===== src/rtl/dc_bp_if.sv =====
// dc_bp_if: CSR master bus between the back-pressure poller and the DC FIFO CSR slaves
interface dc_bp_if #(
  parameter int NUM_CH  = 4,
  parameter int LEVEL_W = 32
);
  localparam int CH_W = NUM_CH > 1 ? $clog2(NUM_CH) : 1;
  logic [CH_W-1:0]    csr_chan;
  logic               csr_address;
  logic               csr_read;
  logic               csr_write;
  logic [LEVEL_W-1:0] csr_writedata;
  logic               csr_waitrequest;
  logic [LEVEL_W-1:0] csr_readdata;
  logic               csr_readdatavalid;
  modport master (
    output csr_chan, csr_address, csr_read, csr_write, csr_writedata,
    input  csr_waitrequest, csr_readdata, csr_readdatavalid
  );
  modport slave (
    input  csr_chan, csr_address, csr_read, csr_write, csr_writedata,
    output csr_waitrequest, csr_readdata, csr_readdatavalid
  );
endinterface


===== src/rtl/dc_back_pressure_mc.sv =====
// dc_back_pressure_mc: round-robin fill-level poller driving per-channel almost_full with hysteresis; DC_BP_PEAK_EN adds per-channel peak tracking
module dc_back_pressure_mc #(
  parameter int NUM_CH   = 4,
  parameter int LEVEL_W  = 32,
  parameter int HI_LEVEL = 490,
  parameter int LO_LEVEL = 450,
  parameter int TIMEOUT  = 64
) (
  input  logic              clk,
  input  logic              rst_n,
  dc_bp_if.master           csr,
  output logic [NUM_CH-1:0] almost_full,
  output logic              any_almost_full,
  output logic [NUM_CH-1:0] timeout_err,
  input  logic              clr_err
`ifdef DC_BP_PEAK_EN
  ,
  input  logic                      peak_clr,
  output logic [NUM_CH*LEVEL_W-1:0] peak_level
`endif
);
  localparam int CH_W = NUM_CH > 1 ? $clog2(NUM_CH) : 1;
  localparam int TM_W = TIMEOUT > 1 ? $clog2(TIMEOUT) : 1;
  typedef enum logic [1:0] {IDLE, REQ, WAIT, UPD} state_t;
  state_t             state_q, state_d;
  logic [CH_W-1:0]    chan_q, chan_d, chan_nxt;
  logic               read_q, read_d, any_q, any_d;
  logic [TM_W-1:0]    timer_q, timer_d;
  logic [LEVEL_W-1:0] level_q, level_d;
  logic [NUM_CH-1:0]  af_q, af_d, err_q, err_d;
  assign chan_nxt = chan_q == CH_W'(NUM_CH - 1) ? '0 : chan_q + 1'b1;
  // next-state: poll one channel per pass; a silent slave times out and fails safe to almost_full
  always_comb begin
    state_d = state_q;
    chan_d  = chan_q;
    timer_d = timer_q;
    level_d = level_q;
    af_d    = af_q;
    err_d   = clr_err ? '0 : err_q;
    case (state_q)
      IDLE: state_d = REQ;
      REQ: if (!csr.csr_waitrequest) begin
        state_d = WAIT;
        timer_d = '0;
      end
      WAIT: if (csr.csr_readdatavalid) begin
        level_d = csr.csr_readdata;
        state_d = UPD;
      end else if (timer_q == TM_W'(TIMEOUT - 1)) begin
        err_d[chan_q] = 1'b1;
        af_d[chan_q]  = 1'b1;
        chan_d        = chan_nxt;
        state_d       = REQ;
      end else begin
        timer_d = timer_q + 1'b1;
      end
      default: begin
        af_d[chan_q] = level_q >= LEVEL_W'(HI_LEVEL) ? 1'b1 :
                       level_q <  LEVEL_W'(LO_LEVEL) ? 1'b0 : af_q[chan_q];
        chan_d       = chan_nxt;
        state_d      = REQ;
      end
    endcase
    read_d = state_d == REQ;
    any_d  = |af_q;
  end
  // state and registered outputs
  always_ff @(posedge clk or negedge rst_n)
    if (!rst_n) begin
      state_q <= IDLE;
      chan_q  <= '0;
      read_q  <= 1'b0;
      timer_q <= '0;
      level_q <= '0;
      af_q    <= '0;
      any_q   <= 1'b0;
      err_q   <= '0;
    end else begin
      state_q <= state_d;
      chan_q  <= chan_d;
      read_q  <= read_d;
      timer_q <= timer_d;
      level_q <= level_d;
      af_q    <= af_d;
      any_q   <= any_d;
      err_q   <= err_d;
    end
  assign csr.csr_chan      = chan_q;
  assign csr.csr_address   = 1'b0;
  assign csr.csr_read      = read_q;
  assign csr.csr_write     = 1'b0;
  assign csr.csr_writedata = '0;
  assign almost_full       = af_q;
  assign any_almost_full   = any_q;
  assign timeout_err       = err_q;
`ifdef DC_BP_PEAK_EN
  logic [NUM_CH-1:0][LEVEL_W-1:0] peak_q, peak_d;
  // peak tracking: clear zeroes all, but a coincident update loads the fresh level
  always_comb begin
    peak_d = peak_clr ? '0 : peak_q;
    if (state_q == UPD && (peak_clr || level_q > peak_q[chan_q])) peak_d[chan_q] = level_q;
  end
  // peak registers
  always_ff @(posedge clk or negedge rst_n)
    if (!rst_n) peak_q <= '0;
    else peak_q <= peak_d;
  assign peak_level = peak_q;
`endif
endmodule


===== src/flat_wrapper.sv =====
// flat-port wrapper written by rule: the top's interface ports become plain ports
module dc_back_pressure_mc_flat 
#(
  parameter int NUM_CH   = 4,
  parameter int LEVEL_W  = 32,
  parameter int HI_LEVEL = 490,
  parameter int LO_LEVEL = 450,
  parameter int TIMEOUT  = 64
)
  (clk, rst_n, almost_full, any_almost_full, timeout_err, clr_err, csr_csr_chan, csr_csr_address, csr_csr_read, csr_csr_write, csr_csr_writedata, csr_csr_waitrequest, csr_csr_readdata, csr_csr_readdatavalid);
  dc_bp_if #(.NUM_CH(NUM_CH), .LEVEL_W(LEVEL_W)) csr_i ();
  input  logic clk;
  input  logic rst_n;
  output logic [NUM_CH-1:0] almost_full;
  output logic any_almost_full;
  output logic [NUM_CH-1:0] timeout_err;
  input  logic clr_err;
  output wire logic [$bits(csr_i.csr_chan)-1:0] csr_csr_chan;
  output wire logic [$bits(csr_i.csr_address)-1:0] csr_csr_address;
  output wire logic [$bits(csr_i.csr_read)-1:0] csr_csr_read;
  output wire logic [$bits(csr_i.csr_write)-1:0] csr_csr_write;
  output wire logic [$bits(csr_i.csr_writedata)-1:0] csr_csr_writedata;
  input wire logic [$bits(csr_i.csr_waitrequest)-1:0] csr_csr_waitrequest;
  input wire logic [$bits(csr_i.csr_readdata)-1:0] csr_csr_readdata;
  input wire logic [$bits(csr_i.csr_readdatavalid)-1:0] csr_csr_readdatavalid;
  assign csr_csr_chan = csr_i.csr_chan;
  assign csr_csr_address = csr_i.csr_address;
  assign csr_csr_read = csr_i.csr_read;
  assign csr_csr_write = csr_i.csr_write;
  assign csr_csr_writedata = csr_i.csr_writedata;
  assign csr_i.csr_waitrequest = csr_csr_waitrequest;
  assign csr_i.csr_readdata = csr_csr_readdata;
  assign csr_i.csr_readdatavalid = csr_csr_readdatavalid;
  dc_back_pressure_mc #(.NUM_CH(NUM_CH), .LEVEL_W(LEVEL_W), .HI_LEVEL(HI_LEVEL), .LO_LEVEL(LO_LEVEL), .TIMEOUT(TIMEOUT)) u_core (.clk(clk), .rst_n(rst_n), .csr(csr_i), .almost_full(almost_full), .any_almost_full(any_almost_full), .timeout_err(timeout_err), .clr_err(clr_err));
endmodule

===== config.mk =====
export PLATFORM = sky130hd
export DESIGN_NAME = dc_back_pressure_mc_flat
export DESIGN_NICKNAME = d
export VERILOG_FILES = /design/src/rtl/dc_bp_if.sv /design/src/rtl/dc_back_pressure_mc.sv /design/src/flat_wrapper.sv
export SDC_FILE = /design/constraint.sdc
export NUM_CORES = 1
export LEC_CHECK = 0
export CAP_MARGIN = 20
export CORE_ASPECT_RATIO = 0.7
export CORE_UTILIZATION = 43
export DETAILED_ROUTE_END_ITERATION = 8
export GPL_TIMING_DRIVEN = 0
export PLACE_DENSITY_LB_ADDON = 0.12
export SYNTH_ARGS = -nofsm -noshare
export SYNTH_HDL_FRONTEND = slang
export SYNTH_SLANG_ARGS = --single-unit

===== constraint.sdc =====
create_clock -name clk -period 1.6 [get_ports clk]
set_input_delay 0.4 -clock clk [delete_from_list [all_inputs] [get_ports clk]]
set_output_delay 0.4 -clock clk [all_outputs]
set_load 0.05 [all_outputs]

Word-level counts from Yosys, hierarchy flattened
Index checks and enable logic that the tools add are counted.
{ "totals": {"mem_count": 0, "out_inout_bits": 46, "ff_bits": 52, "romBits": 0, "word_cells": 60, "in_bits": 37, "mem_bits_rw": 0, "latch_bits": 0} }
{ "classes": {"mul": 0, "n_addsub": 2, "n_reduce_logical": 8, "div": 0, "bitwise": 3, "n_eq_ne": 9, "shifts": 0, "muxes": 26, "n_lt_le_gt_ge": 4} }
{ "ops": {"columns": ["operator", "n"], "rows": [
  ["32-bit by 9-bit >= comparator with 1-bit output (second input constant)", 1],
  ["32-bit by 9-bit less-than comparator with 1-bit output (second input constant)", 1],
  ["4-bit two-way mux", 6],
  ["6-bit two-way mux", 3],
  ["2-bit two-way mux", 6],
  ["6-bit one-hot mux with 2 select lines", 1],
  ["4-bit OR", 2],
  ["2-bit one-hot mux with 2 select lines", 2],
  ["4-bit one-hot mux with 2 select lines", 1],
  ["6-bit by 1-bit adder with 6-bit output (second input constant)", 1],
  ["6-bit equality test (second input constant)", 1],
  ["2-bit inequality test (second input constant)", 3],
  ["4-bit bitwise mux", 1],
  ["2-bit by 1-bit equality test with 1-bit output (second input constant)", 2],
  ["2-bit equality test (second input constant)", 2],
  ["1-bit two-way mux", 4],
  ["4-bit AND reduction", 1],
  ["4-bit OR reduction", 1],
  ["2-bit by 3-bit less-than comparator with 1-bit output (second input constant)", 1],
  ["3-bit AND reduction", 1],
  ["2-bit by 1-bit adder with 2-bit output (second input constant)", 1],
  ["1-bit binary-select mux with 2-bit select", 1],
  ["1-bit demux with 2-bit select", 1],
  ["2-bit by 1-bit >= comparator with 1-bit output (second input constant)", 1],
  ["other kinds (7)", 7]
]} }

Longest topological paths before layout
Gate-level depths: netlist of run 1.
{ "logic_depth": {"depth_word": 8, "ltp_mapped": 7, "ltp_nobuf": 6} }

Least setup slack after synthesis of run 1
OpenSTA, ideal clock, no wires.
{ "synth_path": {"kind": "flip-flop to flip-flop", "startpoint": "reg u_core.chan_q[0] (netlist: u_core.csr.csr_chan[0])", "endpoint": "reg u_core.af_q[0] (netlist: u_core.almost_full[0])", "stages_incl_launch_ff": 5, "path_slack_ns": -0.238, "t_arrival_ns": 1.699, "required_time_ns": 1.461, "synth_period_minus_slack_ns": 1.838, "cell_sequence": "dfrtp_1 mux4_2 a21boi_1 o21ai_1 a31oi_1"} }
{ "synth_between": {"elab_chain_len": 8, "word_cells_on_any_way": 14} }
{ "synth_rtl": {"columns": ["element", "line_no", "rtl"], "rows": [
  ["from (decl)", "dc_back_pressure_mc.sv:26", "logic [CH_W-1:0] chan_q, chan_d, chan_nxt;"],
  ["from (signal assigned)", "dc_back_pressure_mc.sv:80", "chan_q <= chan_d;"],
  ["2-bit by 3-bit less-than comparator with 1-bit output or 2-bit by 1-bit >= comparator with 1-bit output (tied branches)", "dc_back_pressure_mc.sv:51, dc_back_pressure_mc.sv:59", null],
  ["1-bit logical AND (implied by the code)", "dc_back_pressure_mc.sv:51, dc_back_pressure_mc.sv:58", null],
  ["1-bit two-way mux", "dc_back_pressure_mc.sv:51, dc_back_pressure_mc.sv:58", null],
  ["1-bit demux with 2-bit select", null, null],
  ["4-bit OR (no line)", null, null],
  ["4-bit two-way mux", "dc_back_pressure_mc.sv:49", "end else if (timer_q == TM_W'(TIMEOUT - 1)) begin"],
  ["4-bit two-way mux", "dc_back_pressure_mc.sv:46", "WAIT: if (csr.csr_readdatavalid) begin"],
  ["4-bit one-hot mux with 2 select lines *", "dc_back_pressure_mc.sv:40", "case (state_q)"],
  ["to (signal assigned)", "dc_back_pressure_mc.sv:75", "af_q <= '0;"],
  ["to (signal assigned)", "dc_back_pressure_mc.sv:84", "af_q <= af_d;"],
  ["to (decl)", "dc_back_pressure_mc.sv:30", "logic [NUM_CH-1:0] af_q, af_d, err_q, err_d;"]
]} }
Every way passes the cells marked *; elsewhere a longest branch is shown, timed or not. The select of a mux whose other input is x is not followed.
A chain may end at the register's enable or synchronous reset.

Worst setup path after layout of run 1
{ "layout_path": {"startpoint": "reg u_core.state_q[0]", "endpoint": "reg u_core.read_q (netlist: u_core.csr.csr_read)"} }
{ "layout_between": {"elab_chain_len": 4, "word_cells_on_any_way": 7} }
{ "layout_rtl": {"columns": ["element", "line_no", "rtl"], "rows": [
  ["from (decl)", "dc_back_pressure_mc.sv:25", "state_t state_q, state_d;"],
  ["from (signal assigned)", "dc_back_pressure_mc.sv:79", "state_q <= state_d;"],
  ["2-bit two-way mux", "dc_back_pressure_mc.sv:49", null],
  ["2-bit two-way mux", "dc_back_pressure_mc.sv:46", null],
  ["2-bit one-hot mux with 2 select lines *", "dc_back_pressure_mc.sv:40", null],
  ["2-bit by 1-bit equality test with 1-bit output *", "dc_back_pressure_mc.sv:64", "read_d = state_d == REQ;"],
  ["net u_core.read_d", "dc_back_pressure_mc.sv:27", "logic read_q, read_d, any_q, any_d;"],
  ["to (signal assigned)", "dc_back_pressure_mc.sv:81", "read_q <= read_d;"],
  ["to (decl)", "dc_back_pressure_mc.sv:27", null]
]} }
The timed path passes the listed nets; every way through them passes the cells marked *.

==> results of run 1 <==
synthesized netlist by cell type (2+ instances only):
cell,instances,area share (%)
sky130_fd_sc_hd__dfrtp_1,52,46
sky130_fd_sc_hd__buf_4,34,9.0
sky130_fd_sc_hd__mux2_2,32,13
sky130_fd_sc_hd__nand2_1,13,1.7
sky130_fd_sc_hd__inv_1,12,1.6
sky130_fd_sc_hd__a21oi_1,8,1.4
sky130_fd_sc_hd__ha_1,8,3.5
sky130_fd_sc_hd__nand3_1,8,1.4
sky130_fd_sc_hd__o21ai_0,7,1.2
sky130_fd_sc_hd__a31oi_1,6,1.3
sky130_fd_sc_hd__buf_2,6,1.1
sky130_fd_sc_hd__a211oi_1,5,1.3
sky130_fd_sc_hd__nor3_1,5,0.89
sky130_fd_sc_hd__clkbuf_1,4,0.53
sky130_fd_sc_hd__mux2i_1,4,1.4
sky130_fd_sc_hd__nor4_1,4,0.89
sky130_fd_sc_hd__o221ai_1,4,1.2
sky130_fd_sc_hd__or2_2,4,0.89
sky130_fd_sc_hd__nand2b_1,3,0.67
sky130_fd_sc_hd__nor2_1,3,0.40
sky130_fd_sc_hd__a2bb2oi_1,2,0.62
sky130_fd_sc_hd__nor4_4,2,1.5
sky130_fd_sc_hd__o211ai_1,2,0.53
sky130_fd_sc_hd__o21ai_1,2,0.35
per-layer routing:
metal	wire length, µm	GRT usage [%]	up-vias
li1	-	-	1022
met1	2780	24.98	960
met2	2479	24.32	60
met3	282	3.931	7
met4	51	4.478	0
met5	0	0	-
what timing repair did:
| action | CTS | global route |
|---|---|---|
| setup buffers | 5 | 3 |
| gates resized for setup | 61 | 18 |
| endpoints found under the setup margin | 59 | 50 |
| hold endpoints to repair | 0 | 0 |
| pin swaps | 9 | 10 |
path summary, 6_finish.rpt:
path,endpoint,cells past startpoint,start
max,u_core.csr.csr_read,6,u_core.state_q[0]
min,u_core.timeout_err[0],1,rst_n
max reg2reg,u_core.csr.csr_read,6,u_core.state_q[0]
min reg2reg,u_core.level_q[23],1,u_core.level_q[23]
max in group asynchronous,u_core.state_q[0],2,rst_n
min in group clk,u_core.level_q[23],1,u_core.level_q[23]
state kept, by name (all words and copies together), names as in the netlist:
| name | count |
|---|---|
| u_core.timer_q | 6 |
| u_core.csr.csr_read | 1 |
| u_core.any_almost_full | 1 |
| u_core.timeout_err | 4 |
| u_core.level_q | 32 |
| u_core.csr.csr_chan | 2 |
| u_core.almost_full | 4 |
| u_core.state_q | 2 |
through the flow:
step	hold slack (ns)	TNS, ns	cells	worst slack [ns]
6_report	0.02216	-0.2362	426	-0.07273
5_1_grt	0.03761	-2.752	426	-0.1733
4_1_cts	0.02503	-1.129	423	-0.1428
3_5_place_dp	0.3583	-6.841	411	-0.4203
3_3_place_gp	0.4894	-83.39	410	-1.668
2_1_floorplan	0.1044	-0.08440	285	-0.02110
kinds of logic (layout without fill, tap and decap cells):
family / count (synthesis) / count (layout) / share of synthesized area (%)
multiplexers: 37 / 37 / 14.99
AO/OA/AOI/OAI: 45 / 45 / 11.40
adder cells (fa/ha/maj): 8 / 8 / 3.548
other: 1 / 34 / 0.1329
buffers and inverters: 58 / 121 / 12.77
flip-flops: 52 / 52 / 46.12
AND/OR/NAND/NOR: 51 / 51 / 11.04
worst reg2reg max path, cell delays in order (launching register included):
cell and delay, ns:
sky130_fd_sc_hd__dfrtp_2 0.45, sky130_fd_sc_hd__buf_6 0.13, sky130_fd_sc_hd__ha_4 0.17, sky130_fd_sc_hd__buf_6 0.13
sky130_fd_sc_hd__clkbuf_16 0.15, sky130_fd_sc_hd__a2bb2oi_2 0.17, sky130_fd_sc_hd__o41ai_2 0.36
report_power, final:
part           internal, mW  leakage [nW]  total [mW]  switching, mW
combinational          1.39          1.02        2.83           1.44
clock                 0.352        0.0445       0.764          0.412
sequential             1.84         0.632        2.27          0.429
final cells by class:
type | instances | area, µm²
clock buffer | 7 | 86.33
multi-input combinational | 175 | 1443
timing repair buffer | 56 | 543.0
sequential | 52 | 1305
clock inverter | 1 | 7.507
buffer | 44 | 344.1
fill | 500 | 2396
inverter | 13 | 53.80
tap | 78 | 97.59
==> metrics.sh, run 1 <==
OUTCOME='complete, but fails checks'
FAILED_CHECKS='setup timing'
MAX_CLOCK_FREQ_MHz=597.8
CTS_BUFFER_DEPTH=2
LAYOUT_COMMON_CELLS='sky130_fd_sc_hd__dfrtp_1 (49), sky130_fd_sc_hd__buf_4 (42), sky130_fd_sc_hd__conb_1 (34), sky130_fd_sc_hd__clkdlybuf4s50_1 (34), sky130_fd_sc_hd__mux2_2 (32)'
INITIAL_CORE_UTIL_PCT=44.96
DETAIL_ROUTE.FIRST_PASS.ITERATIONS=4
VIAS_POST_DR=2049
SYNTHFLOPTYPE='sky130_fd_sc_hd__dfrtp_1'
CLK_TRANSITION_REPORTED_PATHS_NS=0.09
ANTENNA_VIOLATIONS_BEFORE_REPAIR=0
CRITICAL-PATH-MAX-STAGE-DELAY_NS=0.45
CRITPATHARRIVALTIME_NS=1.85
TIMING.FINAL.MAX_SLEW_VIOLATIONS=0
CP_NUM_BUF_INV=3
N_ANTENNA_CELL=0
POWER.IR.VDD_WORST_mV=0.5931
DESIGN_POWER_TOTAL_mW=5.865
TRITONCTS='built'
SETUP-VIOLATIONS-FINAL=7
SLEW-LIMIT-HEADROOM_PCT=64.26
CRITICAL_PATH.SLOWEST_CELL='sky130_fd_sc_hd__dfrtp_2'
WARNINGS_FROM_YOSYS=0
CP_DELAY_BY_FAMILY_TOP='compound AO/OA/AOI/OAI gates'
INSERTION_DELAY_NS=0.30
ASYNC_RESET_FF_SHARE_PCT=100.0
SYNTH-EDFF-COUNT=0
SYN_INST=252
DRT_DRC_VIOLATIONS_LEFT=0
POSTSYNTHREGISTERBITS=52
FINAL.PERIOD_UTILIZATION_PCT=104.5
DETAIL-ROUTE-ANTENNA-NETS=0
GRT_USE_TOTAL_PCT=16.76
DESIGN.CORE.AREA_UM2=6276
CTS_NUM_SINKS=52
CLOCK_TREE.HTREE_LEVEL_COUNT=2
SYNTHESIS.AREA_PER_INSTANCE_UM2=11.20
SYNTHDISTINCTLIBCELLS=46
GRT-OVFL-TOTAL=0
CRITICAL-PATH-TOP-CELL-BY-COUNT='sky130_fd_sc_hd__buf_6'
R2R_SLACK_NS=-0.07
FLOORPLAN.ROWS=24
FIN_SKEW_NS=0.006756
CRIT_CHAIN='buf_6 > ha_4 > buf_6 > clkbuf_16 > a2bb2oi_2 > o41ai_2'
TIMING_HOLD_VIOLATIONS_FINAL=0
SYNTH_SEQ_AREA_SHARE_PCT=46.12
DIE_HEIGHT_UM=69.77
NETS=392
DESIGN_AREA_UM2=3880
POST-ROUTE-WORST-SETUP-SLACK_NS=-0.07273
CELLPOWERDENSITY_nW_PER_UM2=1512
LAUNCHING_ELEMENT_TYPE_OF_THE_CRITICAL_PATH='flip-flop'
CRITPATHKIND='flip-flop to flip-flop'
DIE_W_UM=98.82
DP_HPWL_UM=4008
TIMING_WORST_SLEW_PIN_VALUE_NS=0.5294
GP_ROUTABILITY_CONGESTION=0.7890
POST_SYNTHESIS_CELL_AREA_UM2=2821
GRT_PASS1_WL_UM=9039
PLACED_STANDARD_CELL_AREA_UM2=3540
MAXCAPVIOLCOUNT=0
DESIGN.PORTCOUNT=83
CTS_ROOT_BUF='sky130_fd_sc_hd__clkbuf_8'
HOLDBUFCOUNTCTS=0
SYN2LAYOUT_AREA_GROWTH_PCT=37.52
DRIVE_ABOVE_1_SHARE_PCT=39.08
FINAL_UTIL_PCT=61.82
UNREPAIRED_SETUP_ENDPOINTS_AFTER_GLOBAL_ROUTING='yes'
HP-CLASS='input pin to asynchronous set/reset pin'
GRT_PASS1_VIAS=1833
DESIGN.DIE.AREA_UM2=6894
PIN_COUNT_OF_THE_BIGGEST_NET_ENTERING_GLOBAL_ROUTING=36
VIAS_PER_CELL=4.810
ROUTED_WL_UM=5593
WIRE_PER_INST_UM=13.13
TIMING.CRITICAL_PATH.REQUIRED_NS=1.78
MOSTFREQUENTLAYOUTCELL='sky130_fd_sc_hd__dfrtp_1'
PLACEMENT.IO_BUFFERS=47
LEAKAGE_nW=1.698
CTS-BUFFERS-INSERTED=5
END_KIND='flip-flop'
CRITICAL_PATH.MAX_FANOUT=10
POST_ROUTE_MINIMUM_PERIOD_NS=1.673
DETAILEDROUTE.FIRSTITERATIONVIOLATIONS=79
Power figures use the tool's default switching activity.
==> inputs of run 2 (changes only) <==
- CELL_PAD_IN_SITES_DETAIL_PLACEMENT: unset -> 2
- CELL_PAD_IN_SITES_GLOBAL_PLACEMENT: unset -> 2
- CORE_UTILIZATION: 43 -> 27
- PLACE_DENSITY_LB_ADDON: 0.12 -> 0.2
==> run 2 against run 1 <==
- the run still ends with setup timing left
- via count grew 9.8%
- sequential cell count is the same
- sequential share of layout area shrank 3.0 points
- first-iteration DRC count shrank 37%
- maximum frequency shrank 5.7%
- sequential power grew 3%
- worst setup slack lost 0.10 ns
- wire length grew 50%
- cell area grew 9.6%
- worst hold slack lost 0.0045 ns
- critical endpoint is now u_core.almost_full[1]
- largest cell class unchanged
- largest power group unchanged
==> metrics.sh, run 2 (same netlist as run 1, synthesis figures left out) <==
ROUTED_WL_UM=8373  # +50%
POST-ROUTE-WORST-SETUP-SLACK_NS=-0.1747  # -0.1020 ns
TIMING_HOLD_VIOLATIONS_FINAL=0  # unchanged
LAYOUT.FILLER_CELLS=1036  # +110%
FINAL.PERIOD_UTILIZATION_PCT=110.9  # +6.4 points
REGMOSTFLOPS='u_core.level_q'
TIMING.FINAL.MAX_SLEW_VIOLATIONS=0  # unchanged
UNREPAIRED_SETUP_ENDPOINTS_AFTER_GLOBAL_ROUTING='yes'
NETS=404  # +3.1%
POST_ROUTE_MINIMUM_PERIOD_NS=1.775  # +0.1020 ns
DP_HPWL_UM=5512  # +38%
INSERTION_DELAY_NS=0.30  # about the same
HP-CLASS='input pin to asynchronous set/reset pin'
MULTI_INPUT_AREA_UM2=1536  # +6.5%
LARGEST_REGISTERS_RANKED_BY_FLIP_FLOP_COUNT='u_core.level_q x32, u_core.timer_q x6'
DIE_W_UM=124.2  # +26%
CTS_ROOT_BUF='sky130_fd_sc_hd__clkbuf_16'
ANTENNA_VIOLATIONS_BEFORE_REPAIR=0  # unchanged
PLACED_STANDARD_CELL_AREA_UM2=3602  # +1.8%
CRITPATHARRIVALTIME_NS=1.94  # +0.09 ns
CP_NUM_BUF_INV=3  # unchanged
TRITONCTS='built'
R2R_CELLS=8  # +2
CRITICAL-PATH-TOP-CELL-BY-COUNT='sky130_fd_sc_hd__buf_4'
DRIVE_ABOVE_1_SHARE_PCT=43.61  # +4.5 points
SLEW-LIMIT-HEADROOM_PCT=59.59  # -4.7 points
GP_ROUTABILITY_CONGESTION=0.7228  # -8.4%
FINALSETUPTNS_NS=-1.039  # -0.8026 ns
MOSTFREQUENTLAYOUTCELL='sky130_fd_sc_hd__dfrtp_1'
FLOORPLAN.ROWS=30  # +25%
CRIT_CHAIN='ha_4 > buf_4 > buf_4 > nor3_4 > a31oi_4 > a2111oi_4 > buf_4 > a31oi_2'
DESIGN.PORTCOUNT=83  # unchanged
FAILED_CHECKS='setup timing'
SETUP-VIOLATIONS-FINAL=9  # +2
MAX_CLOCK_FREQ_MHz=563.5  # -5.7%
CTS_BUFFER_DEPTH=2  # unchanged
POWER.IR.VDD_WORST_mV=0.5868  # -1.1%
LAYOUT_COMMON_CELLS='sky130_fd_sc_hd__dfrtp_1 (50), sky130_fd_sc_hd__buf_4 (49), sky130_fd_sc_hd__conb_1 (34)'
FIN_SKEW_NS=0.008097  # +0.001341 ns
PIN_COUNT_OF_THE_BIGGEST_NET_ENTERING_GLOBAL_ROUTING=38  # +5.6%
CP_DELAY_BY_FAMILY_TOP='buffers and inverters'
SEQCELLAREA_UM2=1304  # about the same
DETAIL_ROUTE.FIRST_PASS.ITERATIONS=4  # unchanged
MAXCAPVIOLCOUNT=0  # unchanged
DETAIL-ROUTE-ANTENNA-NETS=0  # unchanged
N_ANTENNA_CELL=0  # unchanged
DRT_DRC_VIOLATIONS_LEFT=0  # unchanged
CTS_NUM_SINKS=52  # unchanged
TIMING.CRITICAL_PATH.REQUIRED_NS=1.77  # about the same
GRT-OVFL-TOTAL=0  # unchanged
TIMING_WORST_SLEW_PIN_VALUE_NS=0.6061  # +0.07665 ns
HOLDBUFCOUNTCTS=0  # unchanged
VIAS_PER_CELL=4.611  # -4.1%
CRITICAL-PATH-MAX-STAGE-DELAY_NS=0.44  # about the same
OUTCOME='complete, but fails checks'
CRITICAL_PATH.SLOWEST_CELL='sky130_fd_sc_hd__dfrtp_1'
GRT_PASS1_VIAS=2358  # +29%
VIAS_POST_DR=2250  # +9.8%
END_KIND='flip-flop'
DIE_HEIGHT_UM=87.53  # +25%
LAUNCHING_ELEMENT_TYPE_OF_THE_CRITICAL_PATH='flip-flop'
CRITPATHKIND='flip-flop to flip-flop'
LEAKAGE_nW=1.853  # +9.1%
WIRE_PER_INST_UM=17.16  # +31%
CRITICAL_PATH.MAX_FANOUT=4  # -6
DESIGN_AREA_UM2=4253  # +9.6%
INITIAL_CORE_UTIL_PCT=28.47  # -16 points
DESIGN.DIE.AREA_UM2=10870  # +58%
DETAILEDROUTE.FIRSTITERATIONVIOLATIONS=50  # -37%
GRT_USE_TOTAL_PCT=15.44  # -1.3 points
PLACEMENT.IO_BUFFERS=47  # unchanged
CLK_TRANSITION_REPORTED_PATHS_NS=0.08  # about the same
CLOCK_TREE.HTREE_LEVEL_COUNT=2  # unchanged
DESIGN.CORE.AREA_UM2=9910  # +58%
SYN2LAYOUT_AREA_GROWTH_PCT=50.73
CTS-BUFFERS-INSERTED=5  # unchanged
LARGEST_REGISTER_FF_COUNT=32  # unchanged
WORST-PATH-STAGES=8  # +2
GRT_PASS1_WL_UM=12500  # +38%
CELLPOWERDENSITY_nW_PER_UM2=1596  # +5.6%
## run 2: changes by cell type in the layout (fill, tap and decap cells not counted), moves of 2 or more
cell                        delta
sky130_fd_sc_hd__inv_4         -2
sky130_fd_sc_hd__buf_8         +2
sky130_fd_sc_hd__buf_4         +7
sky130_fd_sc_hd__clkbuf_8      -4
sky130_fd_sc_hd__nand2_1       -2
sky130_fd_sc_hd__o21ai_0       -3
sky130_fd_sc_hd__clkbuf_16     +6
sky130_fd_sc_hd__o21ai_1       +3
sky130_fd_sc_hd__buf_6         +3
## run 2: repair_timing
action                                 4_1_cts  5_1_grt
buffers inserted                            14        7
gates resized for setup                     68       37
pin swaps                                   14       12
endpoints found under the hold margin        0        0
setup endpoints to repair                   60       54
gates cloned                                 0        2
## run 2: path summary, 6_finish.rpt
kind,startpoint,end,slack [ns]
hold reg to reg,u_core.level_q[28],u_core.level_q[28],0.51
min in group clk,u_core.level_q[28],u_core.level_q[28],0.51
max in group asynchronous,rst_n,u_core.csr.csr_chan[0],1.04
setup reg to reg,u_core.state_q[1],u_core.almost_full[1],-0.17
setup / recovery,u_core.state_q[1],u_core.almost_full[1],-0.17
hold / removal,rst_n,u_core.timeout_err[1],0.02
## run 2: layout make-up
type | instances | share of cell area, %
sequential | 52 | 30.66
clock buffer | 7 | 3.354
clock inverter | 1 | 0.1765
timing repair buffer | 70 | 16.56
inverter | 13 | 1.442
tap | 128 | 3.766
multi-input combinational | 175 | 36.13
buffer | 42 | 7.914
## run 2: stage by stage
| step | std cells | setup slack (ns) | hold WS, ns | total power, mW | utilization, % |
|---|---|---|---|---|---|
| 3_3_place_gp | 460 | -1.773 | 0.4903 | 4.605 | 36.20 |
| 2_1_floorplan | 285 | -0.02110 | 0.1044 | 3.972 | - |
| 3_5_place_dp | 461 | -0.5092 | 0.3462 | 4.712 | 36.35 |
| 5_1_grt | 488 | -0.2527 | 0.03459 | 7.187 | 42.92 |
| 4_1_cts | 480 | -0.2350 | 0.02606 | 6.446 | 40.74 |
| 6_report | 488 | -0.1747 | 0.01767 | 6.787 | 42.92 |
## run 2: layer usage
metal / GRT usage (%) / vias to the layer above / wire, µm
met1: 20.88 / 1151 / 3921
li1: - / 1051 / -
met3: 3.730 / 8 / 279
met5: 0 / - / 0
met4: 3.896 / 0 / 81
met2: 24.81 / 40 / 4091
## run 2: power breakdown
part / switching [mW] / internal, mW
clock: 0.516 / 0.625
sequential: 0.488 / 1.84
combinational: 1.71 / 1.61
==> inputs of run 3 (changes only) <==
- CORE_MARGIN: unset -> 2
==> run 3 against run 2 <==
- the flow still finishes with violations (setup timing)
- sequential power decreased by 2%
- critical path depth is 2 lower
- combinational power down 5%
- count of clock-buffer cells in the layout did not move
- power decreased by 3.3%
- worst hold slack improved by 0.068 ns
- largest power group unchanged
- highest routed layer unchanged
==> metrics.sh, run 3 (same netlist as run 1, synthesis figures left out) <==
WIRE_PER_INST_UM=16.06  # -6.4%
LARGEST_REGISTERS_RANKED_BY_FLIP_FLOP_COUNT='u_core.level_q x32, u_core.timer_q x6'
ANTENNA_VIOLATIONS_BEFORE_REPAIR=0  # unchanged
CRITICAL_PATH.MAX_FANOUT=5  # +1
SEQCELLAREA_UM2=1304  # unchanged
CLK_TRANSITION_REPORTED_PATHS_NS=0.07  # about the same
FLOORPLAN.ROWS=31  # +3.3%
LAYOUT.FILLER_CELLS=1085  # +4.7%
POST-ROUTE-WORST-SETUP-SLACK_NS=-0.1672  # +0.007558 ns
DESIGN.DIE.AREA_UM2=11300  # +3.9%
MULTI_INPUT_AREA_UM2=1485  # -3.3%
CTS_NUM_SINKS=52  # unchanged
CTS_ROOT_BUF='sky130_fd_sc_hd__clkbuf_16'
HOLDBUFCOUNTCTS=0  # unchanged
LAUNCHING_ELEMENT_TYPE_OF_THE_CRITICAL_PATH='flip-flop'
HP-CLASS='input pin to asynchronous set/reset pin'
SETUP-VIOLATIONS-FINAL=14  # +5
OUTCOME='complete, but fails checks'
INITIAL_CORE_UTIL_PCT=27.55  # -0.92 points
CTS-BUFFERS-INSERTED=5  # unchanged
GP_ROUTABILITY_CONGESTION=0.7143  # -1.2%
REGTOREGENDPOINT='u_core.almost_full[2]'
DIE_HEIGHT_UM=89.53  # +2.3%
FIN_SKEW_NS=0.006009  # -0.002088 ns
GRT-OVFL-TOTAL=0  # unchanged
MOSTFREQUENTLAYOUTCELL='sky130_fd_sc_hd__dfrtp_1'
TIMING_WORST_SLEW_PIN_VALUE_NS=0.6261  # +0.02006 ns
CLOCK_TREE.HTREE_LEVEL_COUNT=2  # unchanged
CTS_BUFFER_DEPTH=2  # unchanged
POST_ROUTE_MINIMUM_PERIOD_NS=1.767  # -0.007558 ns
LAYOUT_COMMON_CELLS='sky130_fd_sc_hd__dfrtp_1 (50), sky130_fd_sc_hd__buf_4 (48), sky130_fd_sc_hd__conb_1 (34)'
DETAIL_ROUTE.FIRST_PASS.ITERATIONS=4  # unchanged
TIMING_HOLD_VIOLATIONS_FINAL=0  # unchanged
CRITPATHARRIVALTIME_NS=1.93  # about the same
CRIT_END='u_core.almost_full[2]'
UNREPAIRED_SETUP_ENDPOINTS_AFTER_GLOBAL_ROUTING='yes'
LEAKAGE_nW=1.804  # -2.6%
PLACEMENT.IO_BUFFERS=47  # unchanged
DP_HPWL_UM=5511  # about the same
FINALHOLDWORSTSLACK_NS=0.08548  # +0.06781 ns
ROUTED_WL_UM=7835  # -6.4%
R2R_CELLS=6  # -2
FINALSETUPTNS_NS=-0.9982  # +0.04062 ns
VIAS_PER_CELL=4.455  # -3.4%
CRITPATHLAUNCH='u_core.state_q[0]'
REGMOSTFLOPS='u_core.level_q'
VIAS_POST_DR=2174  # -3.4%
INSERTION_DELAY_NS=0.30  # about the same
TIMING.FINAL.MAX_SLEW_VIOLATIONS=0  # unchanged
TIMING.CRITICAL_PATH.REQUIRED_NS=1.76  # about the same
PIN_COUNT_OF_THE_BIGGEST_NET_ENTERING_GLOBAL_ROUTING=31  # -18%
SLEW-LIMIT-HEADROOM_PCT=58.26  # -1.3 points
CRITPATHKIND='flip-flop to flip-flop'
GRT_USE_TOTAL_PCT=14.19  # -1.3 points
R2R_SLACK_NS=-0.17  # about the same
N_ANTENNA_CELL=0  # unchanged
DRIVE_ABOVE_1_SHARE_PCT=41.57  # -2.0 points
POWER.IR.VDD_WORST_mV=0.5336  # -9.1%
GRT_PASS1_VIAS=2208  # -6.4%
TRITONCTS='built'
SYN2LAYOUT_AREA_GROWTH_PCT=47.10
DETAIL-ROUTE-ANTENNA-NETS=0  # unchanged
DETAILEDROUTE.FIRSTITERATIONVIOLATIONS=76  # +52%
DESIGN.PORTCOUNT=83  # unchanged
DESIGN_POWER_TOTAL_mW=6.560  # -3.3%
NETS=400  # -0.99%
END_KIND='flip-flop'
R2R_START='u_core.state_q[0]'
MAXCAPVIOLCOUNT=0  # unchanged
FINAL.PERIOD_UTILIZATION_PCT=110.4  # -0.47 points
GRT_PASS1_WL_UM=12300  # -1.6%
LARGEST_REGISTER_FF_COUNT=32  # unchanged
DESIGN.CORE.AREA_UM2=10240  # +3.3%
DIE_W_UM=126.2  # +1.6%
MAX_CLOCK_FREQ_MHz=565.9  # +0.43%
DRT_DRC_VIOLATIONS_LEFT=0  # unchanged
CELLPOWERDENSITY_nW_PER_UM2=1581  # -0.95%
FAILED_CHECKS='setup timing'
## run 3: worst min path at each step
stage	from	end	slack [ns]	cells after the start
after global placement	u_core.level_q[24]	u_core.level_q[24]	0.49	1
final	rst_n	u_core.timeout_err[1]	0.09	1
after global routing	rst_n	u_core.timeout_err[1]	0.13	1
after CTS	rst_n	u_core.timeout_err[1]	0.11	1
after floorplan	rst_n	u_core.almost_full[0]	0.10	0
after detailed placement	rst_n	u_core.timeout_err[1]	0.44	1
## run 3: timing repair
| item | 4_1_cts | 5_1_grt |
|---|---|---|
| pin swaps | 7 | 14 |
| gates cloned | 0 | 1 |
| gates resized for setup | 61 | 27 |
| setup buffers | 8 | 8 |
| endpoints found under the setup margin | 60 | 53 |
## run 3: area by class of cell
type	instances	area share (%)
clock inverter	1	0.1809
clock buffer	7	3.437
timing repair buffer	65	15.56
buffer	43	8.351
tap	132	3.979
multi-input combinational	175	35.79
sequential	52	31.41
inverter	13	1.296
## run 3: through the flow
stage               std cells  instance area (µm²)  worst slack (ns)  util [%]
finish                    488                 4150           -0.1672     40.53
floorplan                 285                 2957          -0.02110         -
global route              488                 4150           -0.2496     40.53
global placement          464                 3592            -1.818     35.08
CTS                       479                 3968           -0.1309     38.75
detailed placement        465                 3607           -0.4325     35.23
## run 3: where the power goes
part | internal [mW] | switching (mW) | total [mW] | leakage [nW]
registers | 1.84 | 0.443 | 2.29 | 0.633
clock network | 0.625 | 0.491 | 1.12 | 0.0701
logic | 1.55 | 1.61 | 3.16 | 1.10
total | 4.02 | 2.54 | 6.56 | 1.80
## run 3: routing by layer
layer	share of wire [%]	GRT usage [%]	up-vias
li1	-	-	1037
met1	49	20.19	1091
met2	46	21.75	42
met3	3.7	3.591	4
met4	0.75	3.596	0
met5	0	0	-
## run 3: worst max-delay path: stages, from the launching register on
cell                        delay [ns]
sky130_fd_sc_hd__dfrtp_1          0.40
sky130_fd_sc_hd__inv_2            0.07
sky130_fd_sc_hd__ha_4             0.19
sky130_fd_sc_hd__nor4_4           0.18
sky130_fd_sc_hd__nand4_2          0.17
sky130_fd_sc_hd__a2111oi_4        0.45
sky130_fd_sc_hd__a31oi_1          0.16
